File: config.mk
export PLATFORM = sky130hd
export DESIGN_NAME = irq_controller_flat
export DESIGN_NICKNAME = d
export VERILOG_FILES = /design/src/rtl/irq_pkg.sv /design/src/rtl/irq_controller_if.sv /design/src/rtl/irq_pending_latch.sv /design/src/rtl/irq_controller.sv /design/src/flat_wrapper.sv
export SDC_FILE = /design/constraint.sdc
export NUM_CORES = 1
export LEC_CHECK = 0
export ABC_AREA = 1
export CORE_MARGIN = 5
export CORE_UTILIZATION = 50
export DETAILED_ROUTE_END_ITERATION = 12
export PLACE_DENSITY = 0.82
export SLEW_MARGIN = 10
export SYNTH_ARGS = -nofsm -noshare
export SYNTH_HDL_FRONTEND = slang
export SYNTH_HIERARCHICAL = 1
export SYNTH_SLANG_ARGS = --single-unit
File: constraint.sdc
create_clock -name clk -period 2.6 [get_ports clk]
set_input_delay 0.52 -clock clk [delete_from_list [all_inputs] [get_ports clk]]
set_output_delay 0.52 -clock clk [all_outputs]
set_load 0.03 [all_outputs]
File: src/rtl/irq_pkg.sv
// Shared definitions for the interrupt controller: FSM encoding and the
// fixed-priority (lowest index wins) encoder.
package irq_pkg;

    localparam int MAX_IRQ = 16;

    typedef enum logic [1:0] {
        IDLE    = 2'd0,
        REQ     = 2'd1,
        HOLDOFF = 2'd2
    } irq_state_t;

    typedef struct packed {
        logic       any;
        logic [3:0] idx;
    } prio_t;

    // Scan from the top down so the lowest set index is the last one written.
    function automatic prio_t prio_enc(input logic [MAX_IRQ-1:0] vec);
        prio_t res;
        res.any = 1'b0;
        res.idx = 4'd0;
        for (int i = MAX_IRQ - 1; i >= 0; i--) begin
            res.idx = vec[i] ? 4'(i) : res.idx;
            res.any = res.any | vec[i];
        end
        return res;
    endfunction

endpackage

File: src/rtl/irq_controller_if.sv
// Core-facing interrupt handshake: request/id towards the core, ack and
// sequencer-idle flag back from it.
interface irq_controller_if #(
    parameter int ID_WIDTH = 2
);
    logic                interrupt;
    logic [ID_WIDTH-1:0] irq_id;
    logic                irq_ack;
    logic                ps_idle;

    modport master (
        output interrupt,
        output irq_id,
        input  irq_ack,
        input  ps_idle
    );

    modport slave (
        input  interrupt,
        input  irq_id,
        output irq_ack,
        output ps_idle
    );
endinterface

File: src/rtl/irq_pending_latch.sv
// One request channel: rising-edge or level capture of the source into a
// pending bit that the controller clears when it retires this channel.
module irq_pending_latch (
    input  logic clk,
    input  logic reset,
    input  logic src,
    input  logic edge_mode,
    input  logic clr,
    output logic pending
);

    logic src_prev_r;

    // Edge detect and pending bit; a new edge beats a simultaneous clear.
    always_ff @(posedge clk or posedge reset) begin
        if (reset) begin
            src_prev_r <= 1'b0;
            pending    <= 1'b0;
        end else begin
            src_prev_r <= src;
            if (edge_mode) begin
                if (src && !src_prev_r) begin
                    pending <= 1'b1;
                end else if (clr) begin
                    pending <= 1'b0;
                end else begin
                    pending <= pending;
                end
            end else begin
                pending <= src;
            end
        end
    end

endmodule

File: src/rtl/irq_controller.sv
// Multi-channel interrupt controller: per-channel pending latches, masking,
// fixed priority, and a request/ack/holdoff sequencer towards the core.
module irq_controller
    import irq_pkg::*;
#(
    parameter int NUM_IRQ       = 4,
    parameter int ID_WIDTH      = 2,
    parameter int HOLDOFF_WIDTH = 3,
    parameter int IDLE_ONLY     = 1
) (
    input  logic                     clk,
    input  logic                     reset,
    input  logic [NUM_IRQ-1:0]       irq_src,
    input  logic [NUM_IRQ-1:0]       edge_mode,
    input  logic [NUM_IRQ-1:0]       irq_mask,
    input  logic [HOLDOFF_WIDTH-1:0] holdoff,
    irq_controller_if.master         core,
    output logic [NUM_IRQ-1:0]       irq_pending,
    output logic                     busy
);

    irq_state_t               state_r;
    logic                     interrupt_r;
    logic [ID_WIDTH-1:0]      irq_id_r;
    logic [HOLDOFF_WIDTH-1:0] cnt_r;
    logic                     busy_r;

    logic [NUM_IRQ-1:0]       pend_s;
    logic [NUM_IRQ-1:0]       clr_s;
    logic [MAX_IRQ-1:0]       vec_s;
    logic                     ack_s;
    logic                     gate_s;
    prio_t                    prio_s;

    for (genvar i = 0; i < NUM_IRQ; i++) begin : g_latch
        irq_pending_latch u_latch (
            .clk       (clk),
            .reset     (reset),
            .src       (irq_src[i]),
            .edge_mode (edge_mode[i]),
            .clr       (clr_s[i]),
            .pending   (pend_s[i])
        );
    end

    assign ack_s  = (state_r == REQ) && core.irq_ack;
    assign gate_s = (IDLE_ONLY == 0) ? 1'b1 : core.ps_idle;
    assign prio_s = prio_enc(vec_s);

    // Masked request vector widened to the encoder width, plus per-channel retire strobes.
    always_comb begin
        vec_s = '0;
        clr_s = '0;
        for (int i = 0; i < NUM_IRQ; i++) begin
            vec_s[i] = pend_s[i] & irq_mask[i];
            clr_s[i] = ack_s && (irq_id_r == ID_WIDTH'(i));
        end
    end

    // Request sequencer with holdoff counter and registered core-facing outputs.
    always_ff @(posedge clk or posedge reset) begin
        if (reset) begin
            state_r     <= IDLE;
            interrupt_r <= 1'b0;
            irq_id_r    <= '0;
            cnt_r       <= '0;
            busy_r      <= 1'b0;
        end else begin
            case (state_r)
                IDLE: begin
                    if (prio_s.any && gate_s) begin
                        state_r     <= REQ;
                        interrupt_r <= 1'b1;
                        irq_id_r    <= ID_WIDTH'(prio_s.idx);
                        busy_r      <= 1'b1;
                    end
                end
                REQ: begin
                    if (core.irq_ack) begin
                        state_r     <= HOLDOFF;
                        interrupt_r <= 1'b0;
                        cnt_r       <= holdoff;
                    end
                end
                HOLDOFF: begin
                    // Exit on 0 or 1 so a zero holdoff still spends one cycle here.
                    if (cnt_r <= HOLDOFF_WIDTH'(1)) begin
                        state_r <= IDLE;
                        cnt_r   <= '0;
                        busy_r  <= 1'b0;
                    end else begin
                        cnt_r <= cnt_r - HOLDOFF_WIDTH'(1);
                    end
                end
                default: begin
                    state_r     <= IDLE;
                    interrupt_r <= 1'b0;
                    irq_id_r    <= '0;
                    cnt_r       <= '0;
                    busy_r      <= 1'b0;
                end
            endcase
        end
    end

    assign core.interrupt = interrupt_r;
    assign core.irq_id    = irq_id_r;
    assign irq_pending    = pend_s;
    assign busy           = busy_r;

endmodule
File: src/flat_wrapper.sv
// flat-port wrapper written by rule: the top's interface ports become plain ports
module irq_controller_flat import irq_pkg::*;
#(
    parameter int NUM_IRQ       = 4,
    parameter int ID_WIDTH      = 2,
    parameter int HOLDOFF_WIDTH = 3,
    parameter int IDLE_ONLY     = 1
)
  (clk, reset, irq_src, edge_mode, irq_mask, holdoff, irq_pending, busy, core_interrupt, core_irq_id, core_irq_ack, core_ps_idle);
  irq_controller_if #(.ID_WIDTH(ID_WIDTH)) core_i ();
  input  logic clk;
  input  logic reset;
  input  logic [NUM_IRQ-1:0] irq_src;
  input  logic [NUM_IRQ-1:0] edge_mode;
  input  logic [NUM_IRQ-1:0] irq_mask;
  input  logic [HOLDOFF_WIDTH-1:0] holdoff;
  output logic [NUM_IRQ-1:0] irq_pending;
  output logic busy;
  output wire logic [$bits(core_i.interrupt)-1:0] core_interrupt;
  output wire logic [$bits(core_i.irq_id)-1:0] core_irq_id;
  input wire logic [$bits(core_i.irq_ack)-1:0] core_irq_ack;
  input wire logic [$bits(core_i.ps_idle)-1:0] core_ps_idle;
  assign core_interrupt = core_i.interrupt;
  assign core_irq_id = core_i.irq_id;
  assign core_i.irq_ack = core_irq_ack;
  assign core_i.ps_idle = core_ps_idle;
  irq_controller #(.NUM_IRQ(NUM_IRQ), .ID_WIDTH(ID_WIDTH), .HOLDOFF_WIDTH(HOLDOFF_WIDTH), .IDLE_ONLY(IDLE_ONLY)) u_core (.clk(clk), .reset(reset), .irq_src(irq_src), .edge_mode(edge_mode), .irq_mask(irq_mask), .holdoff(holdoff), .core(core_i), .irq_pending(irq_pending), .busy(busy));
endmodule
Word level (Yosys, flattened, before mapping) --
Cells that the tools add are included.
Cells by class: equal/unequal tests 12, $lt $le $gt $ge 1, muxes and demuxes 30, reductions and logical operators 22, add/subtract/negate cells 1, bitwise gates (word level) 11
Operators with widths (number):
- $mux 2 | 8
- $mux 1 | 15
- $ne 3x1->1 const B | 4
- $logic_and 1x1->1 | 10
- $pmux 3 s3 | 1
- $reduce_and 3->1 | 3
- $eq 2x2->1 const B | 3
- $mux 3 | 2
- $pmux 1 s3 | 2
- $pmux 2 s3 | 1
- $and 1x1->1 | 4
- $eq 2x1->1 const B | 2
- $logic_not 1->1 | 4
- $logic_not 2->1 | 2
- $ne 2x1->1 const B | 2
- $not 1->1 | 4
- $pmux 2 s2 | 1
- $reduce_and 2->1 | 2
- $le 3x1->1 const B | 1
- $or 1x1->1 | 3
- $sub 3x1->3 const B | 1
- $ne 2x2->1 const B | 1
- $reduce_or 2->1 | 1
Storage, ports and cells: word-level logic and storage cells 90, register bits after elaboration 17, output and inout port bits 8, input bits 19

Longest topological paths before layout --
Gate-level depths: netlist of the first run.
depth in word-level cells 7, mapped depth 8, mapped depth without buffers 8

Modules after synthesis --
Netlist of the first run, hierarchy kept.
By module, submodules not included:
- irq_controller | instances 1, seq. area each 225.2 um^2, area an instance 699.4 um^2, cells each 97
- irq_pending_latch | instances 4, seq. area each 50.0 um^2, area an instance 73.8 um^2, cells each 8

Worst setup path after synthesis of the first run --
No wires, ideal clock.
kind register to register, from reg u_core.state_r[0], to reg u_core.interrupt_r (netlist: u_core/core.interrupt), library setup time 118 ps, clock period less this slack 1282 ps, cell stages (with the launch flop) 9, arrival time 1165 ps, buffers on the path 0, required time 2482 ps, slack 1318 ps, path through dfrtp_1 -> inv_1 -> ha_1 -> nand2_1 -> inv_2 -> nor2_4 -> nand2_1 -> nand2_1 -> nand2_1
Between the ends: word-level cells in the longest chain between the ends 3, elaborated cells on any way between the ends 8, classes of those cells eq/ne (4); mux (1); bitwise (1); reduce/logical (2)
Ends and longest elaborated chain:
- start: declaration | line irq_controller.sv:22 | irq_state_t state_r;
- start signal: assignment | line irq_controller.sv:63 | state_r <= IDLE;
- start signal: assignment | line irq_controller.sv:72 | state_r <= REQ;
- start signal: assignment | line irq_controller.sv:80 | state_r <= HOLDOFF;
- $eq 2x1->1 (tied with other cells) | line irq_controller.sv:69 | case (state_r)
- $ne 2x2->1 (no line) (tied with other cells)
- $reduce_and 3->1 (no line)
- end signal: assignment | line irq_controller.sv:64 | interrupt_r <= 1'b0;
- end signal: assignment | line irq_controller.sv:73 | interrupt_r <= 1'b1;
- end signal: assignment | line irq_controller.sv:81 | interrupt_r <= 1'b0;
- end: declaration | line irq_controller.sv:23 | logic interrupt_r;
Parallel ways exist; a longest one is shown, timed or not. A chain may end at the register's enable or synchronous reset.

Worst setup path in the final report of the first run --
from reg u_core.irq_id_r[0] (netlist: u_core/core.irq_id[0]), to out core_irq_id[0]
RTL lines:
- start: declaration | line irq_controller.sv:24 | logic [ID_WIDTH-1:0] irq_id_r;
- start signal: assignment | line irq_controller.sv:74 | irq_id_r <= ID_WIDTH'(prio_s.idx);
- end: declaration | line flat_wrapper.sv:20 | output wire logic [$bits(core_i.irq_id)-1:0] core_irq_id;
No word-level cell between the ends.

==> impl_metrics.env, run 1 <==
export IMPL_synth_cell_types=19
export IMPL_rsz0062_at_grt="no"
export IMPL_viasPerCell=4.817
export IMPL_grt_pass1_vias=861
export IMPL_fin_nets=185
export IMPL_rr_worst_depth=8
export IMPL_crit_chain="clkdlybuf4s50_1"
export IMPL_io_pins=27
export IMPL_relSlewSlack=0.7612
export IMPL_crit_type="reg -> out"
export IMPL_synth_top_area_frac=0.4277
export IMPL_yosysSeqAreaShare=0.4277
export IMPL_async_reset_ff_frac=1.000
export IMPL_syn_inst=129
export IMPL_synth_top_flop_cell="dfrtp_1"
export IMPL_cts_resized=0
export IMPL_crit_path_end="core_irq_id[0]"
export IMPL_area_growth_syn_to_layout_pct=32.20
export IMPL_drive_above_1_share=0.08805
export IMPL_synth_edf_count=0
export IMPL_gp_congestion=0.8484
export IMPL_drt_iter0_drc=24
export IMPL_cp_arrival_ns=1.46
export IMPL_fmax_mhz=505.5
export IMPL_grt_overflow=0
export IMPL_synth_most_common_cell="nand2_1"
export IMPL_clk_latency_ns=0.29
export IMPL_dr_pass1_iters=4
export IMPL_whs_ns=0.4813
export IMPL_fp_row_count=16
export IMPL_cts_hold_buffers=0
export IMPL_start_kind="flip-flop"
export IMPL_die_area_um2=2981
export IMPL_crit_start="u_core/core.irq_id[0]"
export IMPL_tightestPinTransition_ns=0.3578
export IMPL_antenna_found_initial=0
export IMPL_clk_path_buf_depth=2
export IMPL_cp_num_buf_inv=1
export IMPL_outcome="finished, final reports clean"
export IMPL_synth_area_leader_cell="dfrtp_1"
export IMPL_cap_violations=0
export IMPL_critPathCaptureType="output pin"
export IMPL_h_tree_depth=1
export IMPL_clock_sinks=17
export IMPL_drc=0
export IMPL_wirelength_um=2066
export IMPL_yosysWarnings=6
export IMPL_hold_path_class="reg -> reg"
export IMPL_ir_drop_v=0.0005578
export IMPL_ant_nets=0
export IMPL_synth_area_top_cells="dfrtp_1, nand2_1, inv_1, ha_1, nand3_1"
export IMPL_crit_required_ns=2.08
export IMPL_r2r_end="u_core/state_r[0]"
export IMPL_cts_tree="built"
export IMPL_cp_slowest_cell="clkdlybuf4s50_1"
export IMPL_period_needed_ns=1.978
export IMPL_clkTransAtPathRegs_ns=0.10
export IMPL_wire_per_inst_um=11.11
export IMPL_buffer_ports_inserted=26
export IMPL_die_h_um=54.60
export IMPL_power_per_cell_area_nw_per_um2=893.9
export IMPL_avgSynthCellArea_um2=7.711
export IMPL_grt_max_degree=10
export IMPL_post_cts_buffers=0
export IMPL_initial_core_util=0.5176
export IMPL_skew_ns=0.007421
export IMPL_netlist_area_um2=994.7
export IMPL_num_antenna_cells=0
export IMPL_finalSetupTns_ns=0
export IMPL_syn_nets=154
export IMPL_rrSetupSlack_ns=1.12
export IMPL_ys_ff_latch=17
export IMPL_grt_total_usage=0.1616
export IMPL_p_leak_uw=0.0006513
export IMPL_cts_made_buffers=3
export IMPL_setup_viol=0
export IMPL_cp_slowest_stage_delay_ns=0.72
export IMPL_core_area_um2=1922
export IMPL_finalHoldViolCount=0
export IMPL_num_vias=896
export IMPL_die_x_um=54.60
export IMPL_reg2reg_from="u_core/state_r[0]"
export IMPL_synthTopCellsByCount="nand2_1, inv_1, dfrtp_1"
export IMPL_drv_slew=0
export IMPL_critical_path_top_delay_family="buffers and inverters"
export IMPL_dpl_hpwl_um=1753
export IMPL_fin_crit_sh=0.7609
export IMPL_worst_path_stages=1
export IMPL_crit_fanout=5
export IMPL_grt_pass1_wl_um=3463
export IMPL_root_buffer="clkbuf_4"
[power breakdown]
part,internal (µW),switching (µW),leakage (µW)
clock,59.7,80.8,0.0000150
sequential,333,63.6,0.000210
combinational,248,390,0.000426
[registers in the layout (all words and copies together), names as in the netlist]
register                           cells
u_core/g_latch.u_latch/pending         4
u_core/g_latch.u_latch/src_prev_r      4
u_core/cnt_r                           3
u_core/core.irq_id                     2
u_core/state_r                         2
u_core/busy                            1
u_core/core.interrupt                  1
[cell usage in the layout (no fill, tap or decap), drive strengths merged]
cell / n
nor2: 6
clkbuf: 4
xnor2: 1
nand4: 5
o21ai: 3
nand3: 9
inv: 22
dfrtp: 17
clkdlybuf4s50: 26
ha: 6
clkinv: 2
nor3: 5
nand2: 50
a21oi: 3
[per-stage QoR]
step | utilization | cells | power [µW] | setup WS (ns) | cell area, µm²
floorplan | - | 129 | 846.8 | 1.318 | 994.7
global placement | 0.6706 | 182 | 1018 | 0.9115 | 1289
detailed placement | 0.6706 | 182 | 1041 | 0.8645 | 1289
CTS | 0.6842 | 186 | 1187 | 0.6053 | 1315
global route | 0.6842 | 186 | 1282 | 0.5593 | 1315
finish | 0.6842 | 186 | 1175 | 0.6218 | 1315
[worst min-delay path by stage]
stage	from	endpoint	slack (ns)	cells after the start
after floorplan	reset	u_core/g_latch[0].u_latch/pending	0.26	1
after global placement	u_core/busy	u_core/busy	0.46	2
after detailed placement	u_core/busy	u_core/busy	0.46	2
after CTS	u_core/busy	u_core/busy	0.49	2
after global routing	u_core/g_latch[0].u_latch/src_prev_r	u_core/g_latch[0].u_latch/pending	0.51	3
final	u_core/busy	u_core/busy	0.48	2
[final cells by class]
type                            instances  area (µm²)
Clock buffer                            4       26.28
Inverter                               24       90.09
Timing Repair Buffer                   26       260.3
Sequential cell                        17       425.4
Tap cell                               27       33.78
Fill cell                             172       606.8
Multi-Input combinational cell         88       479.2
[cell families after synthesis]
kind of cell	count (synthesis)	synth area share
AND/OR/NAND/NOR	75	0.3635
XOR/XNOR	1	0.008807
buffers and inverters	24	0.09057
adder cells (fa/ha/maj)	6	0.07547
flip-flops	17	0.4277
AO/OA/AOI/OAI	6	0.03396
[tightest hold or removal path, cell delays in order, from the launching register on]
cell and delay [ns]:
dfrtp_1 0.36, nand2_1 0.05, nand2_1 0.04
[routing by layer]
metal	track usage	up-vias	part of all wire
met5	0	-	0
met4	0.02490	0	0
met1	0.1874	407	0.42
met3	0.07357	0	0.087
met2	0.2756	30	0.49
li1	-	459	-
Note: power is estimated with default switching activity, not from simulation.
==> run 2: changes to the inputs <==
--- a/config.mk
+++ b/config.mk
@@ -7,9 +7,9 @@
 export LEC_CHECK = 0
 export ABC_AREA = 1
 export CORE_MARGIN = 5
-export CORE_UTILIZATION = 50
+export CORE_UTILIZATION = 47
 export DETAILED_ROUTE_END_ITERATION = 12
-export PLACE_DENSITY = 0.82
+export PLACE_DENSITY = 0.78
 export SLEW_MARGIN = 10
 export SYNTH_ARGS = -nofsm -noshare
 export SYNTH_HDL_FRONTEND = slang
==> constraint.sdc (replaced) <==
create_clock -name clk -period 1.85 [get_ports clk]
set_input_delay 0.37 -clock clk [delete_from_list [all_inputs] [get_ports clk]]
set_output_delay 0.37 -clock clk [all_outputs]
set_load 0.03 [all_outputs]
==> impl_metrics.env, run 2 (same netlist as run 1, synthesis figures left out) <==
export IMPL_worst_path_stages=1
export IMPL_fin_ws_ns=0.08056
export IMPL_skew_ns=0.01172
export IMPL_cp_slowest_stage_delay_ns=0.69
export IMPL_layoutNonFillerInstCount=186
export IMPL_finish_instance_area_um2=1319
export IMPL_cts_resized=0
export IMPL_cp_slowest_cell="clkdlybuf4s50_1"
export IMPL_cp_num_buf_inv=1
export IMPL_crit_chain="clkdlybuf4s50_1"
export IMPL_crit_type="reg -> out"
export IMPL_p_sw_frac=0.4557
export IMPL_reg_top3="u_core/g_latch.u_latch/pending: 4 flops, u_core/g_latch.u_latch/src_prev_r: 4 flops, u_core/cnt_r: 3 flops"
export IMPL_start_kind="flip-flop"
export IMPL_die_h_um=56.01
export IMPL_place_ws_ns=0.2909
export IMPL_clk_path_buf_depth=2
export IMPL_setup_viol=0
export IMPL_drive_above_1_share=0.09434
export IMPL_p_switching_uw=750.9
export IMPL_cts_tree="built"
export IMPL_critical_path_top_delay_family="buffers and inverters"
export IMPL_die_x_um=56.01
export IMPL_hold_path_class="in -> async"
export IMPL_initial_core_util=0.5019
export IMPL_final_common_cell="nand2_1"
export IMPL_root_buffer="clkbuf_4"
export IMPL_finalHoldViolCount=0
export IMPL_grt_pass1_wl_um=3581
export IMPL_gp_congestion=0.8369
export IMPL_antenna_found_initial=0
export IMPL_clock_power_share=0.122
export IMPL_rr_worst_depth=8
export IMPL_grt_total_usage=0.1416
export IMPL_drt_iter0_drc=15
export IMPL_finalSetupTns_ns=0
export IMPL_whs_ns=0.3530
export IMPL_fin_nets=185
export IMPL_critPathCaptureType="output pin"
export IMPL_ant_nets=0
export IMPL_grt_pass1_vias=887
export IMPL_p_leak_uw=0.0006698
export IMPL_io_pins=27
export IMPL_r2r_end="u_core/state_r[1]"
export IMPL_buffer_ports_inserted=26
export IMPL_drv_slew=0
export IMPL_cp_arrival_ns=1.40
export IMPL_final_cell_mix="nand2_1, clkdlybuf4s50_1, inv_1"
export IMPL_power_per_cell_area_nw_per_um2=1250
export IMPL_num_fill_cells=157
export IMPL_cts_hold_buffers=0
export IMPL_clkTransAtPathRegs_ns=0.11
export IMPL_die_area_um2=3137
export IMPL_fin_crit_sh=0.9565
export IMPL_reg2reg_from="u_core/state_r[0]"
export IMPL_rsz0062_at_grt="no"
export IMPL_cts_made_buffers=3
export IMPL_post_cts_buffers=0
export IMPL_area_growth_syn_to_layout_pct=32.58
export IMPL_viasPerCell=4.935
export IMPL_clk_latency_ns=0.29
export IMPL_num_vias=918
export IMPL_intPower_uw=897.0
export IMPL_clock_sinks=17
export IMPL_tightestPinTransition_ns=0.3497
export IMPL_crit_fanout=4
export IMPL_drc=0
export IMPL_cap_violations=0
export IMPL_wire_per_inst_um=11.53
export IMPL_outcome="finished, final reports clean"
export IMPL_num_antenna_cells=0
export IMPL_placed_cell_area_um2=1289
export IMPL_period_needed_ns=1.769
export IMPL_grt_overflow=0
export IMPL_dr_pass1_iters=5
export IMPL_pwr_share_seq=0.338
export IMPL_rrSetupSlack_ns=0.38
export IMPL_relSlewSlack=0.7666
export IMPL_fmax_mhz=565.2
export IMPL_fp_row_count=16
export IMPL_grt_max_degree=11
export IMPL_dpl_hpwl_um=1801
export IMPL_wirelength_um=2144
export IMPL_crit_required_ns=1.48
export IMPL_dpl_cell_count=182
export IMPL_pwr_share_comb=0.540
export IMPL_ir_drop_v=0.0007282
export IMPL_h_tree_depth=1
export IMPL_core_area_um2=1982
## run 2: through the flow
| step | utilization | total power, µW |
|---|---|---|
| 2_1_floorplan | - | 1190 |
| 3_3_place_gp | 0.6503 | 1429 |
| 3_5_place_dp | 0.6503 | 1457 |
| 4_1_cts | 0.6641 | 1659 |
| 5_1_grt | 0.6654 | 1775 |
| 6_report | 0.6654 | 1648 |
## run 2: power groups by stage
stage	logic, µW	registers (µW)	clock network [µW]
floorplan	543	647	0
global placement	870	560	0
detailed placement	890	567	0
CTS	895	561	203
global route	982	573	220
finish	890	558	200
## run 2: worst max path at each step
stage	from	end	slack, ns
5_1_grt	u_core/core.irq_id[1]	core_irq_id[1]	0.007
6_report	u_core/core.irq_id[1]	core_irq_id[1]	0.08
3_3_place_gp	core_ps_idle	u_core/core.interrupt	0.32
4_1_cts	u_core/core.irq_id[0]	core_irq_id[0]	0.03
3_5_place_dp	irq_mask[1]	u_core/state_r[0]	0.29
2_1_floorplan	u_core/state_r[0]	u_core/core.interrupt	0.57
## run 2: layer usage
| layer | up-vias | track usage | part of all wire |
|---|---|---|---|
| li1 | 459 | - | - |
| met1 | 406 | 0.1767 | 0.44 |
| met2 | 47 | 0.2287 | 0.47 |
| met3 | 6 | 0.04408 | 0.079 |
| met4 | 0 | 0.05085 | 0.0065 |
| met5 | - | 0 | 0 |
## run 2: cell type report
class | instances | area, µm² | area share
clock inverters | 1 | 5.005 | 0.003795
flip-flops and latches | 17 | 425.4 | 0.3226
inverters | 24 | 90.09 | 0.06831
repair buffers | 26 | 262.8 | 0.1992
clock buffers | 3 | 22.52 | 0.01708
multi-input cells | 88 | 479.2 | 0.3634
well taps | 27 | 33.78 | 0.02562
==> run 3: changes to the inputs <==
--- a/config.mk
+++ b/config.mk
@@ -13,5 +13,4 @@
 export SLEW_MARGIN = 10
 export SYNTH_ARGS = -nofsm -noshare
 export SYNTH_HDL_FRONTEND = slang
-export SYNTH_HIERARCHICAL = 1
 export SYNTH_SLANG_ARGS = --single-unit
==> impl_metrics.env, run 3 <==
export IMPL_cap_violations=0
export IMPL_viasPerCell=4.718
export IMPL_start_kind="flip-flop"
export IMPL_drv_slew=0
export IMPL_syn_nets=152
export IMPL_final_cell_mix="nand2_1, clkdlybuf4s50_1, dfrtp_1"
export IMPL_drive_above_1_share=0.1299
export IMPL_grt_pass1_vias=832
export IMPL_die_h_um=56.35
export IMPL_p_leak_uw=0.0006456
export IMPL_clkTransAtPathRegs_ns=0.10
export IMPL_place_ws_ns=0.3118
export IMPL_period_needed_ns=1.786
export IMPL_die_area_um2=3175
export IMPL_core_area_um2=2002
export IMPL_synth_top_area_frac=0.4213
export IMPL_dpl_hpwl_um=1715
export IMPL_critical_path_top_delay_family="buffers and inverters"
export IMPL_clock_power_share=0.117
export IMPL_finalHoldViolCount=0
export IMPL_hold_path_class="in -> async"
export IMPL_fmax_mhz=559.9
export IMPL_root_buffer="clkbuf_4"
export IMPL_num_vias=854
export IMPL_dr_pass1_iters=4
export IMPL_pwr_share_seq=0.334
export IMPL_die_x_um=56.35
export IMPL_clk_path_buf_depth=2
export IMPL_pwr_share_comb=0.549
export IMPL_cts_resized=0
export IMPL_fin_crit_sh=0.9654
export IMPL_async_reset_ff_frac=1.000
export IMPL_synth_area_leader_cell="dfrtp_1"
export IMPL_wirelength_um=2080
export IMPL_outcome="finished, final reports clean"
export IMPL_avgSynthCellArea_um2=7.951
export IMPL_crit_required_ns=1.48
export IMPL_antenna_found_initial=0
export IMPL_fin_nets=180
export IMPL_critPathCaptureType="output pin"
export IMPL_ys_ff_latch=17
export IMPL_grt_total_usage=0.1427
export IMPL_io_pins=27
export IMPL_crit_type="reg -> out"
export IMPL_cp_slowest_cell="clkdlybuf4s50_1"
export IMPL_synth_most_common_cell="nand2_1"
export IMPL_buffer_ports_inserted=26
export IMPL_drt_iter0_drc=19
export IMPL_grt_pass1_wl_um=3629
export IMPL_finalSetupTns_ns=0
export IMPL_power_per_cell_area_nw_per_um2=1275
export IMPL_fin_ws_ns=0.06406
export IMPL_post_cts_buffers=0
export IMPL_ant_nets=0
export IMPL_skew_ns=0.005160
export IMPL_cp_arrival_ns=1.42
export IMPL_fin_util=0.6538
export IMPL_synth_area_top_cells="dfrtp_1, nand2_1, ha_1, inv_1, nand2_2"
export IMPL_reg_top3="u_core.g_latch.u_latch.pending: 4 flops, u_core.g_latch.u_latch.src_prev_r: 4 flops, u_core.cnt_r: 3 flops"
export IMPL_clk_latency_ns=0.28
export IMPL_cts_tree="built"
export IMPL_ir_drop_v=0.0007258
export IMPL_intPower_uw=906.1
export IMPL_reg2reg_from="u_core.state_r[0]"
export IMPL_netlist_area_um2=1010
export IMPL_synth_top_flop_cell="dfrtp_1"
export IMPL_syn_inst=127
export IMPL_cts_hold_buffers=0
export IMPL_synth_edf_count=0
export IMPL_power_uw=1668
export IMPL_grt_overflow=0
export IMPL_yosysWarnings=0
export IMPL_p_switching_uw=762.1
export IMPL_grt_max_degree=18
export IMPL_num_antenna_cells=0
export IMPL_h_tree_depth=1
export IMPL_finish_instance_area_um2=1309
export IMPL_initial_core_util=0.5044
export IMPL_clock_sinks=17
export IMPL_synth_cell_types=21
export IMPL_crit_start="u_core.core.irq_id[1]"
export IMPL_wire_per_inst_um=11.49
export IMPL_num_fill_cells=178
export IMPL_tightestPinTransition_ns=0.3449
export IMPL_relSlewSlack=0.7693
export IMPL_rrSetupSlack_ns=0.38
export IMPL_gp_congestion=0.7802
export IMPL_area_growth_syn_to_layout_pct=29.62
export IMPL_fp_row_count=16
export IMPL_cp_slowest_stage_delay_ns=0.72
export IMPL_yosysSeqAreaShare=0.4213
export IMPL_placed_cell_area_um2=1281
export IMPL_setup_viol=0
export IMPL_drc=0
export IMPL_final_common_cell="nand2_1"
export IMPL_p_sw_frac=0.4568
export IMPL_cts_made_buffers=3
export IMPL_synthTopCellsByCount="nand2_1, dfrtp_1, inv_1"
export IMPL_cp_num_buf_inv=1
export IMPL_crit_chain="clkdlybuf4s50_1"
export IMPL_crit_fanout=4
export IMPL_rsz0062_at_grt="no"
[run 3: cell count changes in the layout (fill, tap and decap cells not counted)]
cell	change
dlymetal6s2s_1	-1
clkinv_1	-2
o21ai_0	+4
inv_2	+1
nand2_2	+2
nand4_1	-3
nand4_2	+1
clkdlybuf4s50_1	+1
inv_1	-6
buf_4	+1
nand3_1	-3
[run 3: cells by family (layout without fill, tap and decap cells)]
| group | Yosys count | in the layout | synth area share |
|---|---|---|---|
| xor gates and xnor gates | 1 | 1 | 0.008676 |
| adders and majority gates | 6 | 6 | 0.07435 |
| and+or+nand+nor | 72 | 72 | 0.3494 |
| AOI/OAI and AO/OA | 10 | 10 | 0.05328 |
| buffers and inverters | 21 | 48 | 0.09294 |
| DFF | 17 | 17 | 0.4213 |
[run 3: through the flow]
step | cells | hold slack (ns)
global placement | 177 | 0.4546
floorplan | 127 | 0.2961
detailed placement | 177 | 0.4567
CTS | 181 | 0.3778
finish | 181 | 0.3760
global route | 181 | 0.3895
[run 3: area by class of cell]
class	count	area, µm²	area share
multi-input cells	89	490.5	0.3748
flip-flops and latches	17	425.4	0.3250
repair buffers	27	267.8	0.2046
inverters	17	63.81	0.04876
well taps	27	33.78	0.02581
clock buffers	3	22.52	0.01721
clock inverters	1	5.005	0.003824
[run 3: layer usage]
layer,global-route usage,vias up,part of all wire
li1,-,451,-
met1,0.1781,386,0.44
met2,0.2421,15,0.52
met3,0.02523,2,0.034
met4,0.05763,0,0.0048
met5,0,-,0
[run 3: worst paths after layout]
check / cells after the start / to
max: 1 / core_irq_id[1]
min: 3 / u_core.g_latch[3].u_latch.pending
max reg2reg: 8 / u_core.core.interrupt
min reg2reg: 2 / u_core.core.interrupt
max in group asynchronous: 3 / u_core.g_latch[3].u_latch.src_prev_r
min in group clk: 2 / u_core.core.interrupt
[run 3: power by group through the flow]
stage,clock (µW),combinational [µW],sequential (µW)
after floorplan,0,594,624
after global placement,0,882,558
after detailed placement,0,918,565
after CTS,204,924,555
after global routing,220,1020,569
final,196,916,557
